===== config.mk =====
export PLATFORM = sky130hd
export DESIGN_NAME = pll_lock_supervisor
export DESIGN_NICKNAME = d
export VERILOG_FILES = /design/src/rtl/pll_lock_supervisor.sv
export SDC_FILE = /design/constraint.sdc
export NUM_CORES = 1
export LEC_CHECK = 0
export CAP_MARGIN = 20
export CORE_ASPECT_RATIO = 1.75
export CORE_MARGIN = 3
export CORE_UTILIZATION = 46
export CTS_CLUSTER_DIAMETER = 120
export DETAILED_ROUTE_END_ITERATION = 16
export PLACE_DENSITY = 0.8
export SKIP_LAST_GASP = 1
export SYNTH_ARGS = -nofsm -noshare
export SYNTH_HDL_FRONTEND = slang
export SYNTH_SLANG_ARGS = --single-unit

===== constraint.sdc =====
create_clock -name clk_i -period 1.8 [get_ports clk_i]
set_input_delay 0.18 -clock clk_i [delete_from_list [all_inputs] [get_ports clk_i]]
set_output_delay 0.18 -clock clk_i [all_outputs]
set_load 0.02 [all_outputs]

===== src/rtl/pll_lock_supervisor.sv =====
// Sequences the iCE40 PLL reset, filters its asynchronous LOCK output and
// releases a clean synchronous system reset only after lock has proven stable.
module pll_lock_supervisor #(
  parameter int SYNC_STAGES        = 2,
  parameter int PLL_RST_CYCLES     = 16,
  parameter int LOCK_TIMEOUT       = 12000,
  parameter int LOCK_STABLE_CYCLES = 1200,
  parameter int HOLD_CYCLES        = 64,
  parameter int MAX_RETRIES        = 8,
  parameter int CNT_W              = 8
) (
  input  logic             clk_i,
  input  logic             rst_i,
  input  logic             pll_lock_i,
  output logic             pll_resetb_o,
  output logic             sys_rst_o,
  output logic             ready_o,
  output logic             fail_o,
  output logic             loss_pulse_o,
  output logic [CNT_W-1:0] retry_cnt_o,
  output logic [CNT_W-1:0] loss_cnt_o,
  output logic [2:0]       state_o
);

  localparam logic [2:0] ST_PLL_RST   = 3'd0;
  localparam logic [2:0] ST_WAIT_LOCK = 3'd1;
  localparam logic [2:0] ST_STABLE    = 3'd2;
  localparam logic [2:0] ST_HOLD      = 3'd3;
  localparam logic [2:0] ST_RUN       = 3'd4;
  localparam logic [2:0] ST_FAIL      = 3'd5;

  // The phase timer is shared by PLL_RST and HOLD, so it covers the longer of the two.
  localparam int PHASE_MAX = (PLL_RST_CYCLES > HOLD_CYCLES) ? PLL_RST_CYCLES : HOLD_CYCLES;
  localparam int PHASE_W   = $clog2(PHASE_MAX + 1);
  localparam int TMO_W     = $clog2(LOCK_TIMEOUT + 1);
  localparam int STAB_W    = $clog2(LOCK_STABLE_CYCLES + 1);

  localparam logic [PHASE_W-1:0] RST_LAST   = PHASE_W'(PLL_RST_CYCLES - 1);
  localparam logic [PHASE_W-1:0] HOLD_LAST  = PHASE_W'(HOLD_CYCLES - 1);
  localparam logic [TMO_W-1:0]   TMO_LAST   = TMO_W'(LOCK_TIMEOUT - 1);
  localparam logic [STAB_W-1:0]  STAB_LAST  = STAB_W'(LOCK_STABLE_CYCLES - 1);
  localparam logic [CNT_W-1:0]   CNT_MAX    = '1;
  localparam logic [CNT_W-1:0]   RETRY_LIM  = CNT_W'(MAX_RETRIES);

  logic [SYNC_STAGES-1:0] sync_q;
  logic                   lock_s;

  logic [2:0]         state_q, state_d;
  logic [PHASE_W-1:0] phase_q, phase_d;
  logic [TMO_W-1:0]   tmo_q, tmo_d;
  logic [STAB_W-1:0]  stab_q, stab_d;
  logic [CNT_W-1:0]   retry_q, retry_d;
  logic [CNT_W-1:0]   loss_q, loss_d;
  logic [CNT_W-1:0]   retry_inc;
  logic               timeout;
  logic               loss_evt;

  logic pll_resetb_q, sys_rst_q, ready_q, fail_q, loss_pulse_q;

  // NOTE: sequential state is updated with non-blocking assignments only, so
  // every flop samples the pre-edge value of its neighbours regardless of order.
  always_ff @(posedge clk_i) begin
    if (rst_i) begin
      sync_q <= '0;
    end else begin
      sync_q <= {sync_q[SYNC_STAGES-2:0], pll_lock_i};
    end
  end

  assign lock_s    = sync_q[SYNC_STAGES-1];
  assign timeout   = (tmo_q == TMO_LAST);
  assign retry_inc = (retry_q == CNT_MAX) ? retry_q : retry_q + 1'b1;

  // NOTE: every signal written here gets a default first, so no path through
  // the case statement can leave one unassigned and infer a latch.
  always_comb begin
    state_d  = state_q;
    phase_d  = phase_q;
    tmo_d    = tmo_q;
    stab_d   = stab_q;
    retry_d  = retry_q;
    loss_d   = loss_q;
    loss_evt = 1'b0;

    case (state_q)
      ST_PLL_RST: begin
        if (phase_q == RST_LAST) begin
          state_d = ST_WAIT_LOCK;
          phase_d = '0;
          tmo_d   = '0;
        end else begin
          phase_d = phase_q + 1'b1;
        end
      end

      ST_WAIT_LOCK: begin
        if (timeout) begin
          retry_d = retry_inc;
          phase_d = '0;
          stab_d  = '0;
          state_d = (MAX_RETRIES != 0 && retry_inc == RETRY_LIM) ? ST_FAIL : ST_PLL_RST;
        end else begin
          tmo_d = tmo_q + 1'b1;
          if (lock_s) begin
            state_d = ST_STABLE;
            stab_d  = '0;
          end
        end
      end

      ST_STABLE: begin
        // A stable window completing on the timeout cycle still wins.
        if (lock_s && stab_q == STAB_LAST) begin
          state_d = ST_HOLD;
          phase_d = '0;
        end else if (timeout) begin
          retry_d = retry_inc;
          phase_d = '0;
          stab_d  = '0;
          state_d = (MAX_RETRIES != 0 && retry_inc == RETRY_LIM) ? ST_FAIL : ST_PLL_RST;
        end else begin
          tmo_d = tmo_q + 1'b1;
          if (!lock_s) begin
            state_d = ST_WAIT_LOCK;
            stab_d  = '0;
          end else begin
            stab_d = stab_q + 1'b1;
          end
        end
      end

      ST_HOLD: begin
        if (!lock_s) begin
          // Lock dropped before release: give the new wait a full timeout window.
          state_d = ST_WAIT_LOCK;
          tmo_d   = '0;
          stab_d  = '0;
        end else if (phase_q == HOLD_LAST) begin
          state_d = ST_RUN;
          retry_d = '0;
        end else begin
          phase_d = phase_q + 1'b1;
        end
      end

      ST_RUN: begin
        if (!lock_s) begin
          loss_evt = 1'b1;
          loss_d   = (loss_q == CNT_MAX) ? loss_q : loss_q + 1'b1;
          state_d  = ST_PLL_RST;
          phase_d  = '0;
        end
      end

      ST_FAIL: begin
        state_d = ST_FAIL;
      end

      default: begin
        state_d = ST_PLL_RST;
        phase_d = '0;
      end
    endcase
  end

  // Outputs are registered from the next state so they change on the same
  // edge as state_q and never depend combinationally on pll_lock_i.
  always_ff @(posedge clk_i) begin
    if (rst_i) begin
      state_q      <= ST_PLL_RST;
      phase_q      <= '0;
      tmo_q        <= '0;
      stab_q       <= '0;
      retry_q      <= '0;
      loss_q       <= '0;
      pll_resetb_q <= 1'b0;
      sys_rst_q    <= 1'b1;
      ready_q      <= 1'b0;
      fail_q       <= 1'b0;
      loss_pulse_q <= 1'b0;
    end else begin
      state_q      <= state_d;
      phase_q      <= phase_d;
      tmo_q        <= tmo_d;
      stab_q       <= stab_d;
      retry_q      <= retry_d;
      loss_q       <= loss_d;
      pll_resetb_q <= !(state_d == ST_PLL_RST || state_d == ST_FAIL);
      sys_rst_q    <= (state_d != ST_RUN);
      ready_q      <= (state_d == ST_RUN);
      fail_q       <= (state_d == ST_FAIL);
      loss_pulse_q <= loss_evt;
    end
  end

  assign pll_resetb_o = pll_resetb_q;
  assign sys_rst_o    = sys_rst_q;
  assign ready_o      = ready_q;
  assign fail_o       = fail_q;
  assign loss_pulse_o = loss_pulse_q;
  assign retry_cnt_o  = retry_q;
  assign loss_cnt_o   = loss_q;
  assign state_o      = state_q;

endmodule


==> results of run 1 <==
[power breakdown]
group	internal (mW)	leakage (nW)	switching, mW
clock	1.29	0.158	0.621
sequential	1.29	0.475	0.00689
combinational	0.0457	1.24	0.0536
[cell usage in the layout, fill, tap and decap left out, types with 4 or more instances in the layout]
cell,n
buf_4,83
a21oi_2,11
o21ai_1,5
buf_6,20
nand3_1,13
dfxtp_1,46
nand2_1,29
nand2b_1,5
nor3_2,6
nor2_1,44
a21oi_1,11
and4_1,4
nor2b_1,4
xnor2_1,23
nor2_2,5
nand2_2,4
xor2_1,6
clkbuf_16,10
dfxtp_2,8
clkdlybuf4s50_1,25
a211oi_2,6
inv_1,6
o21ai_0,4
nand4_1,11
a21oi_4,5
and3_1,6
dfxtp_4,4
[sequential cells by signal, indices dropped and copies added (netlist names)]
signal and cells:
sys_rst_o 1, fail_o 1, phase_q 7, tmo_q 14, retry_cnt_o 8, ready_o 1
loss_pulse_o 1, sync_q 2, pll_resetb_o 1, stab_q 11, loss_cnt_o 8, state_o 3
[cell families after synthesis]
| family | share of synthesized area, % |
|---|---|
| XOR/XNOR | 8.80 |
| AND/OR/NAND/NOR | 27.5 |
| adder cells (fa/ha/maj) | 1.96 |
| flip-flops | 36.5 |
| multiplexers | 0.943 |
| AO/OA/AOI/OAI | 19.5 |
| buffers and inverters | 4.87 |
[synth_stat cells (2+ instances only)]
library cell	count	share of area, %
nor4_1	5	0.98
inv_1	9	1.1
o21a_1	2	0.47
and3_1	7	1.4
or3_1	3	0.59
nor3_1	9	1.4
a31oi_1	3	0.59
a21oi_1	27	4.2
nor3b_1	2	0.47
xor2_1	6	1.7
o21bai_1	2	0.47
clkbuf_1	11	1.3
nand3_1	13	2.0
nor4b_1	2	0.55
buf_4	3	0.71
o2111ai_1	2	0.55
a211oi_1	10	2.4
dfxtp_1	58	36
a22oi_1	2	0.47
nor2_1	52	6.1
buf_6	2	0.71
nand3b_1	3	0.71
a21o_1	4	0.94
a211o_1	2	0.55
a41oi_1	3	0.83
and4_1	5	1.4
o21ai_0	10	1.6
o21ai_1	2	0.31
buf_2	7	1.1
nand2_1	33	3.9
xnor2_1	26	7.2
or4_1	3	0.71
nor2b_1	4	0.79
nand2b_1	5	0.98
nand4_1	11	2.2
mux2i_1	3	0.94
ha_1	5	2.0
and2_1	3	0.59
[metrics by stage]
stage / area (um2) / utilization (%) / std cells
after floorplan: 3270 / - / 383
after global placement: 4100 / 61.7 / 544
after detailed placement: 4100 / 61.7 / 544
after CTS: 4920 / 74.2 / 574
after global routing: 5240 / 78.9 / 590
final: 5240 / 78.9 / 590
[worst max-delay path, cell delays in order (launching register included)]
cell,delay [ns]
dfxtp_4,0.35
ha_4,0.14
and4b_2,0.32
and4_4,0.27
buf_6,0.13
buf_6,0.10
nand4_1,0.19
nor4_2,0.36
nor2_1,0.12
nor2_1,0.13
[repair_timing]
item	4_1_cts	5_1_grt
setup buffers	14	19
gates resized for setup	77	58
endpoints found under the setup margin	47	50
pin swaps	42	58
cloned	3	0
[metal layers]
metal / routed length, um / vias up
met5: 0 / -
met1: 4530 / 1810
met3: 806 / 93
met4: 967 / 0
met2: 6970 / 259
li1: - / 1634
[path summary, 6_finish.rpt]
path                               from               endpoint  slack (ns)  cells past startpoint
hold reg to reg    sync_q[0]$_SDFF_PP0_   sync_q[1]$_SDFF_PP0_        0.47                      1
setup reg to reg  tmo_q[0]$_SDFFE_PP0P_  state_o[0]$_SDFF_PP0_       -0.38                      9
hold / removal     sync_q[0]$_SDFF_PP0_   sync_q[1]$_SDFF_PP0_        0.47                      1
setup / recovery  tmo_q[0]$_SDFFE_PP0P_  state_o[0]$_SDFF_PP0_       -0.38                      9
[final cells by class]
type / count / area (um2)
Inverter: 9 / 41.3
Clock buffer: 12 / 258
Sequential cell: 58 / 1190
Fill cell: 358 / 1400
Clock inverter: 4 / 72.6
Tap cell: 82 / 103
Multi-Input combinational cell: 294 / 2430
Timing Repair Buffer: 131 / 1150
==> impl_metrics.ini, run 1 <==
[yosys]
synth_flop_cell = dfxtp_1
synth_fp_nets = 391
synth_edf_count = 0
synth_area_mm2 = 0.00318
synthArstFlopShare_pct = 0
syn_area_per_cell_um2 = 8.31
ys_warn_count = 0
netlist_instances = 383
ys_seq_elements = 58
ys_seq_area_share_pct = 36.5
synth.distinct_cells = 62

[layout]
final_layout_size_suffix_gt1_share_pct = 43.9
fin_nets = 511
synthToLayoutAreaGrowth_pct = 64.5
diodes = 0

[global_route]
gr-total-overflow = 0
grt_use_met3_pct = 5.33
grt_pass1_vias = 3735
grt_pass1_wl_um = 17700
grt-busiest-layer = met2
grt_max_degree = 41
grtUsageTotal_pct = 29.7
grt_use_met2_pct = 51.5
met1_usage_pct = 31.0
antenna_found_initial = 0

[clocking]
root_buffer = clkbuf_16
numCtsBuffers = 9
htree_levels = 3
clkTransAtPathRegs_ns = 0.06
clock-sinks = 58
cts_buffer_depth = 2
cts_tree = done
cts_hold_buf = 0
clkLatencyLatePin_ns = 0.34

[placement]
dp_hpwl_um = 6230
place_congestion = 0.912
portBuffers = 26
place_ws_ns = -0.245

[pwr]
finalPower_mw = 3.31
leakage_nw = 1.88
power_density_mw_per_mm2 = 632
ir_drop_v = 0.000925

[timing]
final_max_slew_viol_count = 0
hold_slack_ns = 0.465
post-route-period-util_pct = 121
fin_crit_ns = 2.18
clock_skew_ns = 0.0116
rsz0062_at_grt = yes
setup_ws_ns = -0.376
setup_viol = 46
relSlewSlack_pct = 67.6
setup_tns_ns = -10.02
fmax_ghz = 0.460
tightest_slew_ns = 0.486
hold_violations = 0

[routing]
via_per_inst = 6.43
postRouteAntennaNets = 0
drc = 0
via_count = 3796
drtIter0Drc = 345
drt-total-wl_um = 13300
wl_per_cell_um = 22.5
drtPass1Iterations = 5

[worst_setup_path]
cp_max_fo = 4
cp_data_required_time_ns = 2.06
crit_path_start_kind = flop
end_kind = flop
criticalPathCategory = reg2reg
cp_data_arrival_time_ns = 2.44

[floorplanning]
num_io_pins = 27
dieArea_mm2 = 0.00800
die_w_um = 68.9
die_y_um = 116
core_area_mm2 = 0.00664
start_util_pct = 48.0
num_rows = 39

[worst_hold_path]
hold_path.class = reg2reg

[outcome]
violations = negative setup slack
status = finished, violations left

[flow_run]
cap_violations = 0
Power figures use the tool's default switching activity.
==> inputs of run 2 (changes only) <==
REMOVE_ABC_BUFFERS = 1   (was default)
==> impl_metrics.ini, run 2 (synthesis gave the netlist of run 1 again) <==
[timing]
fin_crit_ns = 2.08
relSlewSlack_pct = 66.0
setup_ws_ns = -0.278
rsz0062_at_grt = yes
hold_slack_ns = 0.390
hold_violations = 0
clock_skew_ns = 0.00486
setup_viol = 45
tightest_slew_ns = 0.509
setup_tns_ns = -6.28
post-route-period-util_pct = 115
fmax_ghz = 0.481
final_max_slew_viol_count = 0

[worst_setup_path]
cp_max_fo = 4
crit_path_start_kind = flop
reg2reg_depth = 9
r2r_end = state_o[0]$_SDFF_PP0_
rr_startpoint = tmo_q[0]$_SDFFE_PP0P_
criticalPathCategory = reg2reg
cp_data_arrival_time_ns = 2.34
cp_data_required_time_ns = 2.06
rrSetupSlack_ns = -0.28
end_kind = flop

[placement]
portBuffers = 26
dp.cells = 551
dp_hpwl_um = 6190
place_congestion = 0.962

[clocking]
htree_levels = 3
root_buffer = clkbuf_16
numCtsBuffers = 9
cts_buffer_depth = 2
cts_tree = done
cts_hold_buf = 0
clkLatencyLatePin_ns = 0.34
clkTransAtPathRegs_ns = 0.05
clock-sinks = 58

[layout]
regMostFlops = tmo_q
reg_top3 = tmo_q x14, stab_q x11
final_layout_size_suffix_gt1_share_pct = 42.3
synthToLayoutAreaGrowth_pct = 60.5
fillCellCount = 407
fin_cells = 600
largest_register_ffs = 14
final_cell_mix = buf_4, dfxtp_1, nor2_1, nand2_1
fin_nets = 522
diodes = 0
final_common_cell = buf_4

[floorplanning]
num_io_pins = 27
die_w_um = 68.9
num_rows = 39
die_y_um = 116
dieArea_mm2 = 0.00800
core_area_mm2 = 0.00664
start_util_pct = 48.0

[global_route]
grtUsageTotal_pct = 30.2
grt_pass1_wl_um = 17900
grt_max_degree = 16
grt_pass1_vias = 3764
gr-total-overflow = 0
antenna_found_initial = 0

[pwr]
power_density_mw_per_mm2 = 598
ir_drop_v = 0.000706
leakage_nw = 1.93

[worst_hold_path]
hold_path.class = in2reg
min_to = sync_q[0]$_SDFF_PP0_
min_path_cells = 2
holdCritStartpoint = pll_lock_i

[routing]
drc = 0
drtIter0Drc = 469
via_count = 3800
drtPass1Iterations = 6
wl_per_cell_um = 20.6
drt-total-wl_um = 12400
postRouteAntennaNets = 0
via_per_inst = 6.33

[outcome]
status = finished, violations left
violations = negative setup slack

[flow_run]
cap_violations = 0
-- run 2: worst max-delay path by stage --
stage / depth (start not counted) / startpoint / end
3_3_place_gp: 7 / tmo_q[0]$_SDFFE_PP0P_ / retry_cnt_o[4]$_SDFFE_PP0P_
3_5_place_dp: 7 / tmo_q[0]$_SDFFE_PP0P_ / retry_cnt_o[2]$_SDFFE_PP0P_
5_1_grt: 9 / tmo_q[0]$_SDFFE_PP0P_ / state_o[0]$_SDFF_PP0_
4_1_cts: 8 / tmo_q[0]$_SDFFE_PP0P_ / tmo_q[9]$_SDFFE_PP0P_
2_1_floorplan: 7 / tmo_q[0]$_SDFFE_PP0P_ / tmo_q[9]$_SDFFE_PP0P_
6_report: 9 / tmo_q[0]$_SDFFE_PP0P_ / state_o[0]$_SDFF_PP0_
-- run 2: repair_timing --
action	CTS	global route
gates resized for setup	61	58
gates cloned	2	1
pin swaps	30	31
buffers inserted	25	9
endpoints found under the setup margin	49	50
-- run 2: layer usage --
layer  track usage, %  vias up  wire, um  share of wire [%]
met3             9.51      102       871                7.0
met4             22.3        0       967                7.8
met2             51.3      260      6320                 51
li1                 -     1648         -                  -
met1             29.4     1790      4220                 34
met5                0        -         0                  0
-- run 2: area by class of cell --
cell class | instances | area [um2] | share of cell area, %
Clock inverter | 2 | 10.0 | 0.196
Inverter | 9 | 45.0 | 0.881
Sequential cell | 58 | 1170 | 23.0
Timing Repair Buffer | 142 | 1220 | 23.8
Clock buffer | 13 | 280 | 5.48
Multi-Input combinational cell | 294 | 2280 | 44.6
Tap cell | 82 | 103 | 2.01
-- run 2: where the power goes --
part	total, mW	switching (mW)	internal, mW
logic	0.0958	0.0514	0.0444
clock network	1.66	0.593	1.07
registers	1.30	0.00642	1.30
total	3.06	0.651	2.41
-- run 2: stage by stage --
stage | area, um2 | setup WS [ns] | total power, mW | utilization, %
finish | 5110 | -0.278 | 3.06 | 77.0
detailed placement | 4100 | -0.463 | 1.39 | 61.8
global placement | 4100 | -0.371 | 1.39 | 61.8
CTS | 4830 | -0.173 | 3.03 | 72.7
floorplan | 3060 | -0.675 | 1.35 | -
global route | 5110 | -0.348 | 3.11 | 77.0
-- run 2: critical path: stages (launching register included) --
cell and delay [ns]:
dfxtp_2 0.36, ha_4 0.14, and4b_2 0.25, and4_4 0.28, buf_6 0.12, buf_6 0.09
nand4_1 0.14, nor4_2 0.38, nor2_1 0.10, nor2_1 0.14
